### src/rtl/instruction_prefetch_queue.sv
// rtl/instruction_prefetch_queue.sv - pipelined AXI-Lite instruction prefetch queue with redirect flush
// Every issued read owns a reserved FIFO slot; a redirect drops responses to reads issued before it.
module instruction_prefetch_queue #(
  parameter int              XLEN            = 32,
  parameter int              DEPTH           = 4,
  parameter int              MAX_OUTSTANDING = 2,
  parameter logic [XLEN-1:0] RESET_PC        = '0
) (
  input  logic                       i_Clock,
  input  logic                       i_Reset_N,
  input  logic                       i_Enable,
  input  logic                       i_Redirect,
  input  logic [XLEN-1:0]            i_Redirect_PC,
  output logic [XLEN-1:0]            o_Instruction,
  output logic [XLEN-1:0]            o_Instruction_PC,
  output logic                       o_Instruction_Error,
  output logic                       o_Instruction_Valid,
  input  logic                       i_Instruction_Ready,
  output logic [$clog2(DEPTH+1)-1:0] o_Count,
  output logic [XLEN-1:0]            s_axil_araddr,
  output logic                       s_axil_arvalid,
  input  logic                       s_axil_arready,
  input  logic [XLEN-1:0]            s_axil_rdata,
  input  logic [1:0]                 s_axil_rresp,
  input  logic                       s_axil_rvalid,
  output logic                       s_axil_rready
);
  localparam int CW = $clog2(DEPTH + 1);
  localparam int PW = $clog2(DEPTH);
  localparam int OW = $clog2(MAX_OUTSTANDING + 2);
  localparam int SW = CW + OW;

  logic            r_arvalid;
  logic [XLEN-1:0] r_araddr;
  logic [XLEN-1:0] r_fetch_pc;
  logic [XLEN-1:0] r_resp_pc;
  logic            r_rready;
  logic            r_stale;
  logic [OW-1:0]   r_outstanding;
  logic [OW-1:0]   r_drop;
  logic [XLEN-1:0] r_pc_mem    [DEPTH];
  logic [XLEN-1:0] r_instr_mem [DEPTH];
  logic [DEPTH-1:0] r_err_mem;
  logic [PW-1:0]   r_wr_ptr;
  logic [PW-1:0]   r_rd_ptr;
  logic [CW-1:0]   r_count;

  logic            w_ar_hs;
  logic            w_r_hs;
  logic            w_r_dec;
  logic            w_discard;
  logic            w_push;
  logic            w_pop;
  logic            w_issue;
  logic [XLEN-1:0] w_redirect_pc;
  logic [XLEN-1:0] w_fetch_pc_next;
  logic [OW-1:0]   w_out_after;
  logic [SW-1:0]   w_inflight;

  assign w_ar_hs       = r_arvalid & s_axil_arready;
  assign w_r_hs        = s_axil_rvalid & r_rready;
  assign w_r_dec       = w_r_hs & (r_outstanding != '0);
  assign w_discard     = w_r_hs & (r_drop != '0);
  assign w_push        = w_r_hs & (r_drop == '0) & ~i_Redirect;
  assign w_pop         = (r_count != '0) & i_Instruction_Ready & ~i_Redirect;
  assign w_redirect_pc = {i_Redirect_PC[XLEN-1:2], 2'b00};
  assign w_out_after   = r_outstanding + OW'(w_ar_hs) - OW'(w_r_dec);

  // A pending (not yet accepted) request already holds a credit, so it is counted as in flight.
  assign w_inflight = SW'(r_outstanding) + SW'(r_arvalid);
  assign w_issue    = (~r_arvalid | w_ar_hs) & i_Enable & ~r_stale & ~i_Redirect
                    & (w_inflight < SW'(MAX_OUTSTANDING))
                    & ((w_inflight + SW'(r_count)) < SW'(DEPTH));

  always_comb begin
    w_fetch_pc_next = r_fetch_pc;
    if (i_Redirect) begin
      w_fetch_pc_next = w_redirect_pc;
    end else if (w_ar_hs && !r_stale) begin
      w_fetch_pc_next = r_fetch_pc + XLEN'(4);
    end
  end

  always_ff @(posedge i_Clock or negedge i_Reset_N) begin
    if (!i_Reset_N) begin
      r_arvalid     <= 1'b0;
      r_araddr      <= '0;
      r_fetch_pc    <= RESET_PC;
      r_resp_pc     <= RESET_PC;
      r_rready      <= 1'b0;
      r_stale       <= 1'b0;
      r_outstanding <= '0;
      r_drop        <= '0;
    end else begin
      r_rready      <= 1'b1;
      r_fetch_pc    <= w_fetch_pc_next;
      r_outstanding <= w_out_after;
      if (w_issue) begin
        r_arvalid <= 1'b1;
        r_araddr  <= w_fetch_pc_next;
      end else if (w_ar_hs) begin
        r_arvalid <= 1'b0;
      end
      // A request still waiting for arready at redirect time becomes stale and is dropped later.
      if (i_Redirect) begin
        r_drop    <= w_out_after;
        r_stale   <= r_arvalid & ~s_axil_arready;
        r_resp_pc <= w_redirect_pc;
      end else begin
        r_drop <= r_drop + OW'(w_ar_hs & r_stale) - OW'(w_discard);
        if (w_ar_hs) begin
          r_stale <= 1'b0;
        end
        if (w_push) begin
          r_resp_pc <= r_resp_pc + XLEN'(4);
        end
      end
    end
  end

  always_ff @(posedge i_Clock or negedge i_Reset_N) begin
    if (!i_Reset_N) begin
      r_wr_ptr  <= '0;
      r_rd_ptr  <= '0;
      r_count   <= '0;
      r_err_mem <= '0;
      for (int i = 0; i < DEPTH; i++) begin
        r_pc_mem[i]    <= '0;
        r_instr_mem[i] <= '0;
      end
    end else if (i_Redirect) begin
      r_wr_ptr <= '0;
      r_rd_ptr <= '0;
      r_count  <= '0;
    end else begin
      if (w_push) begin
        r_pc_mem[r_wr_ptr]    <= r_resp_pc;
        r_instr_mem[r_wr_ptr] <= s_axil_rdata;
        r_err_mem[r_wr_ptr]   <= (s_axil_rresp != 2'b00);
        r_wr_ptr              <= r_wr_ptr + PW'(1);
      end
      if (w_pop) begin
        r_rd_ptr <= r_rd_ptr + PW'(1);
      end
      r_count <= r_count + CW'(w_push) - CW'(w_pop);
    end
  end

  assign o_Instruction       = r_instr_mem[r_rd_ptr];
  assign o_Instruction_PC    = r_pc_mem[r_rd_ptr];
  assign o_Instruction_Error = r_err_mem[r_rd_ptr];
  assign o_Instruction_Valid = (r_count != '0);
  assign o_Count             = r_count;
  assign s_axil_araddr       = r_araddr;
  assign s_axil_arvalid      = r_arvalid;
  assign s_axil_rready       = r_rready;

endmodule

### config.mk
export PLATFORM = sky130hd
export DESIGN_NAME = instruction_prefetch_queue
export DESIGN_NICKNAME = d
export VERILOG_FILES = /design/src/rtl/instruction_prefetch_queue.sv
export SDC_FILE = /design/constraint.sdc
export NUM_CORES = 1
export LEC_CHECK = 0
export CORE_MARGIN = 10
export CORE_UTILIZATION = 51
export DETAILED_ROUTE_END_ITERATION = 10
export PLACE_DENSITY = 0.8
export SLEW_MARGIN = 30
export SYNTH_ARGS = -nofsm -noshare
export SYNTH_HDL_FRONTEND = slang
export SYNTH_SLANG_ARGS = --single-unit
### constraint.sdc
create_clock -name i_Clock -period 2.39 [get_ports i_Clock]
set_input_delay 0.3585 -clock i_Clock [delete_from_list [all_inputs] [get_ports i_Clock]]
set_output_delay 0.3585 -clock i_Clock [all_outputs]
set_load 0.02 [all_outputs]
# Word level (Yosys, flattened, before mapping)
# Index checks and enable logic that the tools add are counted.
[word_totals] inputBits=73 regBits=370 wordCells=104 out_inout_bits=103
[op_classes] n_lt_le_gt_ge=8 n_reduce_logical=14 mux=28 bitwise=22 addsub=12
[ops] operator="$mux 32" count=9
[ops] operator="$bwmux 128" count=2
[ops] operator="$bmux 32 s2" count=2
[ops] operator="$add 32x3->32 const B" count=2
[ops] operator="$demux 32 s2" count=1
[ops] operator="$and 1x1->1" count=15
[ops] operator="$reduce_bool 2->1" count=7
[ops] operator="$mux 2" count=5
[ops] operator="$ge 3x3->1 const B" count=2
[ops] operator="$lt 2x3->1 const B" count=2
[ops] operator="$not 2->3" count=2
[ops] operator="$mux 1" count=5
[ops] operator="$add 2x1->2" count=2
[ops] operator="$add 2x1->2 const B" count=2
[ops] operator="$add 3x3->4" count=1
[ops] operator="$bwmux 4" count=1
[ops] operator="$lt 4x3->1 const B" count=1
[ops] operator="$not 1->1" count=4
[ops] operator="$sub 2x1->2" count=2
[ops] operator="$add 2x1->3" count=1
[ops] operator="$add 3x1->3" count=1
[ops] operator="$logic_and 1x1->1" count=3
[ops] operator="$lt 3x1->1 const B" count=1
[ops] operator="$lt 3x2->1 const B" count=1
[ops] operator="10 further kinds" count=10

# Depth between registers and ports, before layout
[logic_depth] ltp_word=8 depth_mapped=11 ltp_nobuf=10

# Worst setup path after synthesis
# No wires, ideal clock.
[synth_path] path_kind="reg2reg" startpoint="register r_arvalid, in the netlist s_axil_arvalid" endpoint="register r_araddr[10], in the netlist s_axil_araddr[10]" path_buffers=1 setup_time_ps=128 synth_period_minus_slack_ps=2557 t_arrival_ps=2430 stages_incl_launch_ff=10 setup_slack_ps=-167 t_required_ps=2262 cell_sequence="dfrtp_1 ha_1 inv_1 ha_1 ha_1 and3_1 nor4_1 o211ai_2 buf_2 mux2_1"
[synth_via] elab_chain_cells=7 word_cells_on_any_way=15 classes_between="2 x add/sub; 2 x order compare; 2 x mux; 8 x bitwise; 1 x reduce/logical"
[synth_lines] item="start: declaration" line_no="33" text="logic r_arvalid;"
[synth_lines] item="start signal: assignment" line_no="86" text="r_arvalid <= 1'b0;"
[synth_lines] item="start signal: assignment" line_no="99" text="r_arvalid <= 1'b1;"
[synth_lines] item="start signal: assignment" line_no="102" text="r_arvalid <= 1'b0;"
[synth_lines] item="branches (longest 7 deep; another with $add 3x3->4)"
[synth_lines] item="end signal: assignment" line_no="100" text="r_araddr <= w_fetch_pc_next;"
[synth_lines] item="end: declaration" line_no="34" text="logic [XLEN-1:0] r_araddr;"
# Several ways; the timed one is not identified.
# A chain may end at the register's enable or synchronous reset.

# Worst setup path after layout
[layout_path] startpoint="register r_outstanding[0]" endpoint="register r_araddr[21], in the netlist s_axil_araddr[21]"
[layout_via] elab_chain_cells=4 word_cells_on_any_way=6 classes_between="2 x add/sub; 2 x order compare; 2 x bitwise"
[layout_lines] item="start: declaration" line_no="39" text="logic [OW-1:0] r_outstanding;"
[layout_lines] item="start signal: assignment" line_no="97" text="r_outstanding <= w_out_after;"
[layout_lines] item="$add 2x1->3 *" line_no="70" text="assign w_inflight = SW'(r_outstanding) + SW'(r_arvalid);"
[layout_lines] item="$add 3x3->4 or $lt 3x2->1 (tied branches)" line_no="73, 72"
[layout_lines] item="$lt 4x3->1 or $and 1x1->1 (tied branches)" line_no="73, 72"
[layout_lines] item="$and 1x1->1 *" line_no="73" text="& ((w_inflight + SW'(r_count)) < SW'(DEPTH));"
# Every way passes the cells marked *; elsewhere a longest branch is shown, timed or not.

==> run_results.csv <==
group,metric,value,unit
synthesis,synth-simple-area-share,0.0679,
worst_setup_path,critical_path.top_delay_family,"adder cells",
synthesis,yosysTopAreaCell,"dfrtp_1",
worst_setup_path,crit_chain,"ha_2 > inv_2 > ha_4 > ha_4 > and3_4 > nor4_4 > o211ai_4 > buf_12 > mux2_4",
placed_design,io_buffers,171,
sta,finalCritPeriodShare,1.02,
synthesis,yosys.area.top_type_share,0.549,
sta,rsz0062_at_grt,"true",
synthesis,synth_top_family_by_area,"multiplexers",
global_routing,grt.total_usage,0.190,
drt,routed_wl,38.3,mm
worst_setup_path,worstSetupPathType,"reg2reg",
synthesis,synth-adder-area-share,0.0142,
layout,final_cells,1795,
placed_design,gp_congestion,0.770,
drt,viasPerCell,5.68,
floorplanning,start_util,0.518,
outcome,status,"finished with violations",
worst_setup_path,crit_path_start,"r_outstanding[0]",
floorplanning,coreArea,31600,um2
power_and_ir_drop,irDropWorstVdd,0.000738,V
worst_hold_path,worstHoldPathType,"in2reg",
worst_setup_path,cp_common_cell,"ha_4",
worst_setup_path,crit_slowest_cell,"dfrtp_1",
sta,slew_headroom,0.586,
synthesis,async_reset_ff_frac,1.00,
floorplanning,fp.dieArea,39700,um2
synthesis,ys_top_cells_by_count,"dfrtp_1 (360), mux2_2 (270), mux4_2 (63)",
cts,ctsRootBufferMaster,"clkbuf_16",
layout,nets,1458,
synthesis,netlist-cell-type-count,56,
sta,setup_viol,24,
layout,drive_gt1_frac,0.403,
cts,clk_latency,520,ps
worst_setup_path,crit_fanout,8,
cts,cts.sink_count,360,
outcome,violations,"setup timing",
drt,vias,10198,
sta,hold_viol_final,0,
power_and_ir_drop,p_leak,9.43,nW
synthesis,synth.area.top_cells,"dfrtp_1 (55%), mux2_2 (19%), mux4_2 (8.7%)",
sta,report.final.slew_viol_count,0,
global_routing,grt.overflow.total,0,
power_and_ir_drop,p_total,0.0217,W
worst_setup_path,timing.rr.start,"r_outstanding[0]",
worst_setup_path,critPathBufInv,2,
synthesis,synth_edf_count,0,
synthesis,synth_cells,1159,
sta,worstMarginPinSlew,621,ps
sta,timing.final.ws_setup,-43.8,ps
sta,period_minus_slack,2430,ps
cts,cts_htree_levels,2,
power_and_ir_drop,powerDensity,1060,nW/um2
floorplanning,dieWidth,199,um
synthesis,syn_area,16400,um2
worst_setup_path,crit_path_end_kind,"register",
synthesis,ys_warn_count,0,
global_routing,grt_pass1_wl,59.9,mm
synthesis,syn_area_per_cell,14.2,um2
synthesis,synth.area.mux_share,0.282,
floorplanning,num_rows,65,
drt,wire_per_inst,21.3,um
floorplanning,die_h,199,um
layout,final_util,0.645,
synthesis,synthXorXnorAreaFrac,0.0326,
synthesis,synth-main-ff-cell,"dfrtp_1",
sta,setup_tns,-536,ps
drt,drt_iter0_drc,484,
worst_hold_path,hp-start,"i_Redirect",
layout,antennaDiodeCount,0,
drt,drc,0,
sta,finClkSkew,12.5,ps
cts,tritoncts,"yes",
worst_setup_path,critPathArrivalTime,2840,ps
cts,numCtsBuffers,40,
global_routing,grt_pass1_vias,11015,
placed_design,pre_cts_ws,-137,ps
placed_design,hpwlAfterDp,25.5,mm
sta,fmax,411,MHz
layout,syn2layout_area_growth,24.5,%
synthesis,ys_ff_latch,360,
placed_design,dp_cells,1710,
worst_setup_path,max_stage_delay,420,ps
floorplanning,ios,176,
synthesis,ys_seq_area_frac,0.549,
global_routing,grt_max_degree,70,
worst_setup_path,crit_path_start_kind,"register",
worst_setup_path,required,2800,ps
cts,cts_max_path_buffers,3,
drt,drt_first_pass_iters,4,
global_routing,grt_antenna_before_repair,1,
cts,path_clk_slew,60,ps
job,cap_violations,0,
synthesis,synth.most_common_cell,"dfrtp_1",
drt,ant_nets,0,
synthesis,synth-compound-area-share,0.0262,
## cells by family (layout without fill, tap and decap cells)
kind of cell             Yosys count  count (layout)
AND/OR/NAND/NOR                  200             200
other                              2               3
buffers and inverters             97             330
adder cells (fa/ha/maj)           18              18
XOR/XNOR                          61              61
multiplexers                     349             349
flip-flops                       360             360
AO/OA/AOI/OAI                     72              72
## path summary, 6_finish.rpt
check | slack, ps | cells past startpoint | endpoint
setup reg to reg | -40 | 9 | s_axil_araddr[21]
hold / removal | 210 | 2 | o_Count[2]
min in group asynchronous | 390 | 2 | r_instr_mem[72]
setup / recovery | -40 | 9 | s_axil_araddr[21]
max in group asynchronous | 1170 | 3 | s_axil_arvalid
hold reg to reg | 480 | 2 | r_err_mem[3]
## power by group
| part | total (W) | switching [W] | internal [W] |
|---|---|---|---|
| Combinational | 0.00766 | 0.00361 | 0.00405 |
| Sequential | 0.00823 | 0.000840 | 0.00739 |
| Clock | 0.00578 | 0.00237 | 0.00341 |
## area by class of cell
class / count / area (um2)
fillers: 2263 / 11200
flip-flops and latches: 360 / 9010
multi-input cells: 703 / 7080
clock buffers: 57 / 1140
inverters: 24 / 90.1
well taps: 402 / 503
clock inverters: 11 / 91.3
repair buffers: 238 / 2500
## worst register-to-register path, cell delays in order (launching register included)
cell and delay [ps]:
dfrtp_1 420, ha_2 210, inv_2 70, ha_4 210, ha_4 220, and3_4 150, nor4_4 310, o211ai_4 210
buf_12 210, mux2_4 310
## flip-flops by register name, summed over array words and instances, names as in the netlist
register and count:
r_err_mem 4, s_axil_rready 1, r_drop 2, r_rd_ptr 2, r_resp_pc 30, r_pc_mem 120, o_Count 3, r_fetch_pc 32
r_stale 1, r_instr_mem 128, r_wr_ptr 2, s_axil_araddr 32, r_outstanding 2, s_axil_arvalid 1
## per-layer routing
metal | vias up | global-route usage | share of wire
met5 | - | 0 | 0.00031
met4 | 2 | 0.0438 | 0.018
met3 | 52 | 0.0456 | 0.059
met2 | 232 | 0.315 | 0.49
met1 | 5323 | 0.246 | 0.43
li1 | 4589 | - | -
## through the flow
stage,hold slack (ps),instance area (um2)
5_1_grt,242,20400
6_report,212,20400
4_1_cts,199,20100
3_3_place_gp,376,19000
3_5_place_dp,378,19000
2_1_floorplan,62.9,16400
## placed cells by master, fill, tap and decap left out, drive strengths merged, types with 2 or more instances in the layout
cell           instances
mux4                  63
and2                   5
nand4                 24
nand2                 58
a31oi                  2
a21boi                 9
clkinv                 8
nor2b                  4
conb                   3
and4                   5
ha                    17
clkdlybuf4s50        106
clkdlybuf4s15          5
inv                   26
xnor2                 42
nor4                  13
mux2i                  7
nand2b                 8
nor2                  32
and3                   9
nor3                  12
a21o                   3
mux2                 279
dfrtp                360
o21a                   7
xor2                  19
o21ai                 29
clkbuf                61
a21oi                 19
nand3                 23
buf                  122
## repair_timing
item	CTS	global route
buffers inserted	3	6
endpoints found under the setup margin	63	56
hold endpoints to repair	61	0
cloned	2	5
hold buffers	1	0
resized for setup	257	69
pin swaps	0	7
(Power assumes the default switching activity.)
